$ cat src/rtl/rst_seq_gen.sv
// rst_seq_gen - power-on / PLL-lock reset sequencer for the HDMI TX path.
//
// Waits for a synchronized PLL lock, holds off for HOLD_CYCLES qualified
// cycles, then releases NUM_STAGES active-low resets one at a time (bit 0
// first) with STAGE_GAP cycles between releases. Losing lock after the first
// release drops every output on the next edge and bumps a saturating
// lock-loss counter.
//
// Ports:
//   clk            system clock
//   reset_n        asynchronous reset, active-low
//   pll_locked     PLL lock flag (asynchronous, 2-flop synchronized here)
//   soft_rst       synchronous active-high restart (only with the macro below)
//   rst_n_out      staged resets, active-low, bit 0 released first
//   seq_done       high while every stage is released
//   lock_lost_cnt  saturating count of lock-loss events
//
// Build option: define RST_SEQ_SOFT_RST_EN to add the soft_rst input.

module rst_seq_gen #(
   parameter int HOLD_CYCLES = 1000,
   parameter int STAGE_GAP   = 16,
   parameter int NUM_STAGES  = 3
) (
   input  logic                  clk,
   input  logic                  reset_n,
   input  logic                  pll_locked,
`ifdef RST_SEQ_SOFT_RST_EN
   input  logic                  soft_rst,
`endif
   output logic [NUM_STAGES-1:0] rst_n_out,
   output logic                  seq_done,
   output logic [7:0]            lock_lost_cnt
);

   localparam logic [1:0] ST_WAIT_LOCK = 2'd0;
   localparam logic [1:0] ST_HOLD      = 2'd1;
   localparam logic [1:0] ST_STAGE     = 2'd2;
   localparam logic [1:0] ST_RUN       = 2'd3;

   // Counters only need to reach their terminal value minus one.
   localparam int HW = (HOLD_CYCLES > 1) ? $clog2(HOLD_CYCLES) : 1;
   localparam int GW = (STAGE_GAP > 1) ? $clog2(STAGE_GAP) : 1;
   localparam logic [HW-1:0] HOLD_LAST = HW'(HOLD_CYCLES - 1);
   localparam logic [GW-1:0] GAP_LAST  = GW'(STAGE_GAP - 1);
   localparam logic [3:0]    LAST_IDX  = 4'(NUM_STAGES - 1);

   logic                  sync_meta_reg;
   logic                  lock_s_reg;
   logic [1:0]            state_reg, state_next;
   logic [HW-1:0]         hold_cnt_reg, hold_cnt_next;
   logic [GW-1:0]         gap_cnt_reg, gap_cnt_next;
   logic [3:0]            stage_idx_reg, stage_idx_next;
   logic [NUM_STAGES-1:0] rst_n_reg, rst_n_next;
   logic                  seq_done_reg, seq_done_next;
   logic [7:0]            lost_cnt_reg, lost_cnt_next;
   logic                  lock_loss;
   logic [NUM_STAGES-1:0] release_mask;

   // One-hot mask selecting the next stage to release.
   generate
      for (genvar gi = 0; gi < NUM_STAGES; gi++) begin : g_mask
         assign release_mask[gi] = ((stage_idx_reg + 4'd1) == 4'(gi));
      end
   endgenerate

   always_comb begin
      state_next     = state_reg;
      hold_cnt_next  = hold_cnt_reg;
      gap_cnt_next   = gap_cnt_reg;
      stage_idx_next = stage_idx_reg;
      rst_n_next     = rst_n_reg;
      seq_done_next  = seq_done_reg;
      lost_cnt_next  = lost_cnt_reg;
      lock_loss      = 1'b0;

      case (state_reg)
         ST_WAIT_LOCK: begin
            rst_n_next     = '0;
            seq_done_next  = 1'b0;
            hold_cnt_next  = '0;
            gap_cnt_next   = '0;
            stage_idx_next = '0;
            if (lock_s_reg) begin
               state_next = ST_HOLD;
            end
         end
         ST_HOLD: begin
            if (!lock_s_reg) begin
               // Lock dropped before any release: restart silently.
               state_next    = ST_WAIT_LOCK;
               hold_cnt_next = '0;
            end else if (hold_cnt_reg == HOLD_LAST) begin
               hold_cnt_next  = '0;
               gap_cnt_next   = '0;
               stage_idx_next = '0;
               rst_n_next     = NUM_STAGES'(1);
               if (NUM_STAGES == 1) begin
                  seq_done_next = 1'b1;
                  state_next    = ST_RUN;
               end else begin
                  state_next = ST_STAGE;
               end
            end else begin
               hold_cnt_next = hold_cnt_reg + 1'b1;
            end
         end
         ST_STAGE: begin
            if (!lock_s_reg) begin
               lock_loss = 1'b1;
            end else if (gap_cnt_reg == GAP_LAST) begin
               gap_cnt_next   = '0;
               rst_n_next     = rst_n_reg | release_mask;
               stage_idx_next = stage_idx_reg + 4'd1;
               if ((stage_idx_reg + 4'd1) == LAST_IDX) begin
                  seq_done_next = 1'b1;
                  state_next    = ST_RUN;
               end
            end else begin
               gap_cnt_next = gap_cnt_reg + 1'b1;
            end
         end
         ST_RUN: begin
            if (!lock_s_reg) begin
               lock_loss = 1'b1;
            end
         end
         default: state_next = ST_WAIT_LOCK;
      endcase

      // Lock lost after at least one stage was released.
      if (lock_loss) begin
         state_next     = ST_WAIT_LOCK;
         hold_cnt_next  = '0;
         gap_cnt_next   = '0;
         stage_idx_next = '0;
         rst_n_next     = '0;
         seq_done_next  = 1'b0;
         if (lost_cnt_reg != 8'hFF) begin
            lost_cnt_next = lost_cnt_reg + 8'd1;
         end
      end

`ifdef RST_SEQ_SOFT_RST_EN
      // Soft restart overrides everything except the loss counter, which
      // still records a coincident loss from STAGE/RUN above.
      if (soft_rst) begin
         state_next     = ST_WAIT_LOCK;
         hold_cnt_next  = '0;
         gap_cnt_next   = '0;
         stage_idx_next = '0;
         rst_n_next     = '0;
         seq_done_next  = 1'b0;
      end
`endif
   end

   always_ff @(posedge clk or negedge reset_n) begin
      if (!reset_n) begin
         sync_meta_reg <= 1'b0;
         lock_s_reg    <= 1'b0;
         state_reg     <= ST_WAIT_LOCK;
         hold_cnt_reg  <= '0;
         gap_cnt_reg   <= '0;
         stage_idx_reg <= '0;
         rst_n_reg     <= '0;
         seq_done_reg  <= 1'b0;
         lost_cnt_reg  <= 8'd0;
      end else begin
         sync_meta_reg <= pll_locked;
         lock_s_reg    <= sync_meta_reg;
         state_reg     <= state_next;
         hold_cnt_reg  <= hold_cnt_next;
         gap_cnt_reg   <= gap_cnt_next;
         stage_idx_reg <= stage_idx_next;
         rst_n_reg     <= rst_n_next;
         seq_done_reg  <= seq_done_next;
         lost_cnt_reg  <= lost_cnt_next;
      end
   end

   assign rst_n_out     = rst_n_reg;
   assign seq_done      = seq_done_reg;
   assign lock_lost_cnt = lost_cnt_reg;

endmodule

$ cat config.mk
export PLATFORM = sky130hd
export DESIGN_NAME = rst_seq_gen
export DESIGN_NICKNAME = d
export VERILOG_FILES = /design/src/rtl/rst_seq_gen.sv
export SDC_FILE = /design/constraint.sdc
export NUM_CORES = 1
export LEC_CHECK = 0
export BUFFER_PORTS_ARGS = -buffer_cell sky130_fd_sc_hd__buf_2
export CORE_MARGIN = 2
export CORE_UTILIZATION = 35
export CTS_BUF_LIST = sky130_fd_sc_hd__clkbuf_16
export CTS_CLUSTER_SIZE = 25
export DETAILED_ROUTE_END_ITERATION = 12
export MAX_ROUTING_LAYER = met4
export SYNTH_ARGS = -nofsm -noshare
export SYNTH_HDL_FRONTEND = slang
export SYNTH_SLANG_ARGS = --single-unit
$ cat constraint.sdc
create_clock -name clk -period 2.95 [get_ports clk]
set_input_delay 0.59 -clock clk [delete_from_list [all_inputs] [get_ports clk]]
set_output_delay 0.59 -clock clk [all_outputs]
set_load 0.1 [all_outputs]
# Yosys cells after proc, flatten, opt, wreduce, memory -nomap -nowiden
# Cells that the tools add are included.
classes:
  add_sub_neg: 4
  eq_ne: 15
  mux: 35
  bitwise_logic: 1
  reduce_logical: 11
op_table:
  columns: ["operator", "n"]
  rows:
  - ["two-way mux 4 bit", 8]
  - ["two-way mux 10 bit", 3]
  - ["one-hot mux 4 bit (3 select lines)", 2]
  - ["one-hot mux 10 bit (2 select lines)", 1]
  - ["!= test 3 bit, second input constant", 6]
  - ["two-way mux 3 bit", 5]
  - ["two-way mux 2 bit", 7]
  - ["adder 10 x 1 -> 10 bit, second input constant", 1]
  - ["== test 10 bit, second input constant", 1]
  - ["one-hot mux 3 bit (3 select lines)", 1]
  - ["adder 4 x 1 -> 4 bit, second input constant", 2]
  - ["adder 8 x 1 -> 8 bit, second input constant", 1]
  - ["!= test 8 bit, second input constant", 1]
  - ["AND reduction 4 bit", 2]
  - ["two-way mux 1 bit", 6]
  - ["one-hot mux 2 bit (3 select lines)", 1]
  - ["AND reduction 6 bit", 1]
  - ["nonzero test 3 bit", 2]
  - ["AND reduction 5 bit", 1]
  - ["== test 2 bit, second input constant", 2]
  - ["== test 4 x 1 -> 1 bit, second input constant", 1]
  - ["== test 4 x 2 -> 1 bit, second input constant", 1]
  - ["== test 4 bit, second input constant", 1]
  - ["zero test 4 bit", 1]
  - ["8 further kinds", 8]
word_totals:
  ff_bits: 34
  word_cells: 75

# Logic depth before layout (Yosys ltp)
# Gate-level depths: netlist of the first run.
logic_depth:
  depth_word: 7
  ltp_mapped: 8
  ltp_nobuf: 7

# Least setup slack after synthesis of the first run
# Ideal clock, no wire load.
synth_timing:
  kind: "flip-flop to flip-flop"
  from: "register lost_cnt_reg[0] (netlist: lock_lost_cnt[0])"
  to: "register lost_cnt_reg[6] (netlist: lock_lost_cnt[6])"
  setup_time_ns: 0.162
  t_arrival_ns: 2.058
  setup_slack_ns: 0.730
  stages_incl_launch_ff: 7
  cell_sequence: "dfrtp_1 > ha_1 > and4_1 > a41oi_1 > nand2_1 > nor3_1 > xor2_1"
synth_via:
  elab_chain_len: 2
  word_cells_on_any_way: 3
  cone_classes: "1 x add/sub; 1 x eq/ne; 1 x reduce/logical"
synth_rtl:
  columns: ["element", "line", "rtl"]
  rows:
  - ["start, declared", "56", "logic [7:0] lost_cnt_reg, lost_cnt_next;"]
  - ["start signal, assigned", "178", "lost_cnt_reg <= lost_cnt_next;"]
  - ["branches (longest 2 deep; another with adder 8 x 1 -> 8 bit)", null, null]
# Several ways; the timed one is not identified.
# A chain may end at the register's enable or synchronous reset.

# Worst setup path in the final report of the first run
layout_timing:
  from: "register hold_cnt_reg[0]"
  to: "register gap_cnt_reg[3]"
layout_via:
  elab_chain_len: 3
layout_rtl:
  columns: ["element", "line", "rtl"]
  rows:
  - ["start, declared", "51", "logic [HW-1:0] hold_cnt_reg, hold_cnt_next;"]
  - ["start signal, assigned", "173", "hold_cnt_reg <= hold_cnt_next;"]
  - ["== test 10 bit", "93", "end else if (hold_cnt_reg == HOLD_LAST) begin"]
  - ["!= test 3 bit (no line)", null, null]
  - ["AND reduction 4 bit (no line)", null, null]
  - ["end signal, assigned", "174", "gap_cnt_reg <= gap_cnt_next;"]
  - ["end, declared", "52", "logic [GW-1:0] gap_cnt_reg, gap_cnt_next;"]
# Every way passes these cells.

==> results of run 1 <==
-- routing by layer --
| metal | wire length, um | GRT usage (%) | up-vias |
|---|---|---|---|
| li1 | - | - | 684 |
| met1 | 1770 | 17.6 | 596 |
| met2 | 1390 | 17.9 | 15 |
| met3 | 74 | 3.55 | 4 |
| met4 | 44 | 5.27 | 0 |
| met5 | 0 | - | - |
-- cell families (layout without fill, tap and decap cells) --
kind of cell    Yosys count  count (layout)
simple gates             70              70
compound gates           37              37
flops                    34              34
xor+xnor                 13              13
buf+inv                  12              31
fa+ha+maj                11              11
mux                       5               5
-- area by class of cell --
type | instances | area, um^2
Sequential cell | 34 | 851
Fill cell | 494 | 2940
Timing Repair Buffer | 15 | 77.6
Inverter | 8 | 30.0
Multi-Input combinational cell | 136 | 920
Tap cell | 70 | 87.6
Clock inverter | 3 | 12.5
Clock buffer | 5 | 125
-- placed cells by master (no fill, tap or decap), types with 3 or more instances in the layout --
cell type  netlist  layout
nor3_1           6       6
ha_1            11      11
clkbuf_16        0       5
and3_1           3       3
dfrtp_1         34      34
nor2_1          15      15
xor2_1           8       8
nand2_1         20      20
xnor2_1          5       5
inv_1            8       9
buf_2            0      14
o21ai_0         14      14
a21oi_1          4       4
mux2i_1          3       3
nand3_1          3       3
nand4_1          5       5
-- where the power goes --
part | leakage, nW | internal, mW | total (mW) | switching [mW]
Clock | 0.0724 | 0.305 | 0.484 | 0.179
Sequential | 0.460 | 0.537 | 0.615 | 0.0781
Combinational | 0.434 | 0.265 | 0.892 | 0.627
Total | 0.967 | 1.11 | 1.99 | 0.884
-- stage by stage --
| step | cells | hold slack [ps] |
|---|---|---|
| finish | 271 | 349 |
| global route | 271 | 353 |
| CTS | 271 | 353 |
| detailed placement | 263 | 338 |
| global placement | 263 | 335 |
| floorplan | 182 | 294 |
-- path summary, 6_finish.rpt --
path | from | to | slack (ps) | cells after the start
max in group asynchronous | reset_n | gap_cnt_reg[0] | 2070 | 1
min in group asynchronous | reset_n | lock_lost_cnt[6] | 390 | 1
min | sync_meta_reg | lock_s_reg | 350 | 0
max reg2reg | hold_cnt_reg[0] | gap_cnt_reg[3] | 820 | 6
max | hold_cnt_reg[0] | gap_cnt_reg[3] | 820 | 6
min reg2reg | sync_meta_reg | lock_s_reg | 350 | 0
==> flow_summary.ini, run 1 <==
[floorplan]
rows = 26
fp.dieW_um = 76.0
ioPinCount = 15
initial_utilization_pct = 36.0
core_area_um2 = 5040
dieArea_um2 = 5780
die_height_um = 76.0

[placement]
gp_congestion = 0.769
post_dp_cell_area_um2 = 1970
post-place-ws_ps = 836
dpl.hpwl_mm = 2.34
io_buffers = 14

[power]
total_power_mw = 1.99
p_leak_nw = 0.967
p_per_area_nw_per_um2 = 947
ir_drop_mv = 0.704

[yosys]
synthArstFlopShare_pct = 100
synth_simple_gate_area_share_pct = 20.0
yosys.area.top_type = dfrtp_1
synth_flop_cell = dfrtp_1
synth_fa_ha_area_share_pct = 7.58
muxShareOfSynthArea_pct = 2.89
synth-seq-area-share_pct = 46.8
synth_cell_types = 45
avgSynthCellArea_um2 = 9.98
synth_compound_area_share_pct = 13.9
syn_nets = 196
postSynthCellCount = 182
syn-cell-area_um2 = 1820
synth_top_family_by_area = simple AND/OR/NAND/NOR gates
synthXorXnorAreaFrac_pct = 6.27
synthTopCellsByCount = 34 x dfrtp_1, 20 x nand2_1, 15 x nor2_1
synth_edf_count = 0
synthTopCellsByArea = dfrtp_1 47%, ha_1 7.6%, nand2_1 4.1%
netlist.area_leader.share_pct = 46.8
synth_warnings = 0
yosysMostFrequentCell = dfrtp_1
ys_ff_latch = 34

[setup_path]
arrival_ps = 2320
critPathSlowestCell = or4_1
critPathTopFamily = simple AND/OR/NAND/NOR gates
startpoint_type = flip-flop
crit_chain = ha_1 > nand2_1 > o311a_4 > or2_1 > or4_1 > o21ai_0
endpoint_kind = flip-flop
worst_path_largest_cell_delay_ps = 510
crit_type = reg2reg
critPathRequiredTime_ps = 3140
path_buf_inv = 0
path_max_fanout = 8

[min_path]
hold_class = reg2reg

[clock_network]
cts_inserted_buffers = 5
cts_root_buf = clkbuf_16
clock_latency_ps = 270
post_cts.repair.setup_buffers = 0
clock_path_buffers = 2
cts.repair.resized = 0
hold_buffers = 0
path_clk_slew_ps = 50
cts_max_level = 2
clock_sink_count = 34
cts_tree = yes

[sta]
worst_slack_ps = 816
skew_ps = 4.20
hold_violations = 0
fin_crit_ps = 2130
timing.fmax_ghz = 0.469
setup_tns_ps = 0
fin_crit_sh_pct = 72.3
tightest_slew_ps = 762
slew_viol_final = 0
rsz0062_at_grt = no
finalSetupViolCount = 0
relSlewSlack_pct = 49.2

[grt]
antenna_found_initial = 0
grt_pass1_vias = 1231
grt_max_degree = 35
grt_use_total_pct = 12.8
grt-ovfl-total = 0
grt_pass1_wl_mm = 5.81

[detailed_routing]
wl_per_cell_um = 12.1
drc_errors = 0
drt_wl_total_mm = 3.28
dr.pass1.iters = 6
vias_per_cell = 4.79
detail_route.iter0.violations = 93
vias = 1299
antenna_left = 0

[layout]
drive_gt1_share_pct = 13.4
stdcell_area_um2 = 2100
diodes = 0
final_nets = 214
area_delta_synth_final_pct = 15.8
utilization_pct = 41.7
largest_reg_flops = 10

[status]
outcome = complete, no violations

[job]
drv_cap = 0
(Power assumes the default switching activity.)
==> run 2: changes to the inputs <==
--- a/config.mk
+++ b/config.mk
@@ -5,6 +5,7 @@
 export SDC_FILE = /design/constraint.sdc
 export NUM_CORES = 1
 export LEC_CHECK = 0
+export ABC_AREA = 1
 export BUFFER_PORTS_ARGS = -buffer_cell sky130_fd_sc_hd__buf_2
 export CORE_MARGIN = 2
 export CORE_UTILIZATION = 35
==> constraint.sdc (replaced) <==
create_clock -name clk -period 1.7 [get_ports clk]
set_input_delay 0.34 -clock clk [delete_from_list [all_inputs] [get_ports clk]]
set_output_delay 0.34 -clock clk [all_outputs]
set_load 0.1 [all_outputs]
==> flow_summary.ini, run 2 <==
[status]
outcome = complete, no violations

[detailed_routing]
wl_per_cell_um = 10.9
vias = 1688
vias_per_cell = 4.60
dr.pass1.iters = 4
drt_wl_total_mm = 3.99
antenna_left = 0
detail_route.iter0.violations = 56
drc_errors = 0

[yosys]
avgSynthCellArea_um2 = 7.89
yosys.area.top_type = dfrtp_1
synth-seq-area-share_pct = 41.8
synthTopCellsByCount = 67 x nand2_1, 34 x dfrtp_1, 32 x inv_1
netlist.area_leader.share_pct = 41.8
synthArstFlopShare_pct = 100
ys_ff_latch = 34
syn_nets = 272
synth_edf_count = 0
synthTopCellsByArea = dfrtp_1 42%, nand2_1 12%, ha_1 6.8%
yosysMostFrequentCell = nand2_1
synth_cell_types = 27
synth_warnings = 0
postSynthCellCount = 258
synth_flop_cell = dfrtp_1
syn-cell-area_um2 = 2030

[setup_path]
critPathRequiredTime_ps = 1860
crit_chain = inv_2 > ha_2 > buf_4 > nand2_1 > inv_1 > nand2_4 > nand2_4 > nor2_2 > nand2_1 > nand2_1 > nand2_1
startpoint_type = flip-flop
crit_start = state_reg[1]
endpoint_kind = flip-flop
path_buf_inv = 3
cp_common_cell = nand2_1
worstReg2RegStart = state_reg[1]
critPathSlowestCell = dfrtp_2
critPathTopFamily = simple AND/OR/NAND/NOR gates
timing.reg2reg.setup_slack_ps = 110
worst_path_largest_cell_delay_ps = 420
rr_endpoint = state_reg[1]
crit_type = reg2reg
arrival_ps = 1750
worst_r2r_path_depth = 11
path_max_fanout = 6

[job]
drv_cap = 0

[sta]
hold_violations = 0
skew_ps = 5.25
timing.fmax_ghz = 0.627
fin_crit_ps = 1590
rsz0062_at_grt = yes
tightest_slew_ps = 487
setup_tns_ps = 0
worst_slack_ps = 105
finalSetupViolCount = 0
fin_crit_sh_pct = 93.8
slew_viol_final = 0
relSlewSlack_pct = 67.7

[layout]
area_delta_synth_final_pct = 21.7
largest_reg_flops = 10
drive_gt1_share_pct = 26.4
final_nets = 308
layout.cells.most_common_list = 67 x nand2_1, 32 x inv_1, 25 x dfrtp_1, 24 x nor2_1, 19 x nand3_1
diodes = 0
final_common_cell = nand2_1

[clock_network]
cts_root_buf = clkbuf_16
cts_tree = yes
clock_path_buffers = 2
path_clk_slew_ps = 50
hold_buffers = 0
cts_max_level = 2
cts_inserted_buffers = 5
clock_sink_count = 34
clock_latency_ps = 270

[floorplan]
ioPinCount = 15
fp.dieW_um = 80.2
initial_utilization_pct = 36.5
core_area_um2 = 5570
dieArea_um2 = 6440
rows = 27
die_height_um = 80.2

[placement]
io_buffers = 14
post-place-ws_ps = 53.6
gp_congestion = 0.885
dpl.hpwl_mm = 2.94

[grt]
grt-ovfl-total = 0
antenna_found_initial = 0
grt_use_total_pct = 14.0
grt_pass1_wl_mm = 6.98
grt_max_degree = 35
grt_pass1_vias = 1580

[power]
p_per_area_nw_per_um2 = 1570
p_sw_mw = 1.82
power_switching_share_pct = 46.7
ir_drop_mv = 1.58
p_comb_share_pct = 51.7
clockPowerShare_pct = 21.5
p_leak_nw = 1.22
pwr-share-seq_pct = 26.8
internal_power_mw = 2.07

[min_path]
hold_class = in2async
-- run 2: cell types whose count changed after synthesis, moves of 4 or more --
cell	previous run	this run
a21oi_1	4	8
inv_1	8	32
nand2_1	20	67
nand2_2	0	6
nand2_4	0	5
nand3_1	3	19
nor2_1	15	25
nor2_2	0	6
nor3_1	6	2
o21ai_0	14	6
o21ai_1	0	7
-- run 2: stage by stage --
stage	power (mW)	util [%]	instances	hold WS (ps)	cell area, um^2
floorplan	2.55	-	258	44.4	2040
global placement	2.98	40.8	354	334	2280
detailed placement	2.98	40.8	354	337	2280
CTS	3.84	43.3	362	111	2410
global route	4.19	44.4	367	152	2480
finish	3.89	44.4	367	90.5	2480
-- run 2: power groups by stage --
| stage | Clock [mW] | Combinational, mW | Sequential [mW] |
|---|---|---|---|
| after floorplan | 0 | 1.11 | 1.44 |
| after global placement | 0 | 1.94 | 1.05 |
| after detailed placement | 0 | 1.94 | 1.05 |
| after CTS | 0.862 | 1.95 | 1.03 |
| after global routing | 0.898 | 2.24 | 1.06 |
| final | 0.838 | 2.01 | 1.04 |
-- run 2: cell type report --
type / instances / area, um^2
tap: 72 / 90.1
clock inverter: 3 / 11.3
inverter: 38 / 149
multi-input combinational: 185 / 1050
clock buffer: 5 / 125
sequential: 34 / 862
fill: 566 / 3100
timing repair buffer: 30 / 190
-- run 2: layer usage --
metal | share of wire (%) | track usage [%] | vias to the layer above
met3 | 2.9 | 2.92 | 7
met1 | 50 | 18.5 | 771
li1 | - | - | 887
met5 | 0 | - | -
met4 | 1.4 | 5.25 | 0
met2 | 45 | 21.3 | 23
-- run 2: worst reg2reg max path, stage by stage (launching register included) --
cell and delay, ps:
dfrtp_2 420, inv_2 70, ha_2 180, buf_4 130
nand2_1 50, inv_1 60, nand2_4 140, nand2_4 50
nor2_2 150, nand2_1 100, nand2_1 80, nand2_1 50
-- run 2: cells by family (layout without fill, tap and decap cells) --
group,Yosys count,count (layout),synth area share [%]
AOI/OAI and AO/OA,23,23,5.97
adders and majority gates,11,11,6.76
xor gates and xnor gates,8,8,3.44
buffers and inverters,39,76,7.87
and+or+nand+nor,143,143,34.1
DFF,34,34,41.8
-- run 2: what timing repair did --
item | in CTS | in global routing
gates resized for setup | 0 | 8
buffers inserted | 0 | 5
setup endpoints to repair | 0 | 16
-- run 2: worst max-delay path by stage --
| stage | cells past startpoint | slack (ps) | to |
|---|---|---|---|
| after floorplan | 9 | 1 | lock_lost_cnt[5] |
| after global placement | 10 | 100 | state_reg[0] |
| after detailed placement | 10 | 50 | state_reg[1] |
| after CTS | 10 | 40 | state_reg[1] |
| after global routing | 10 | -40 | state_reg[1] |
| final | 11 | 110 | state_reg[1] |
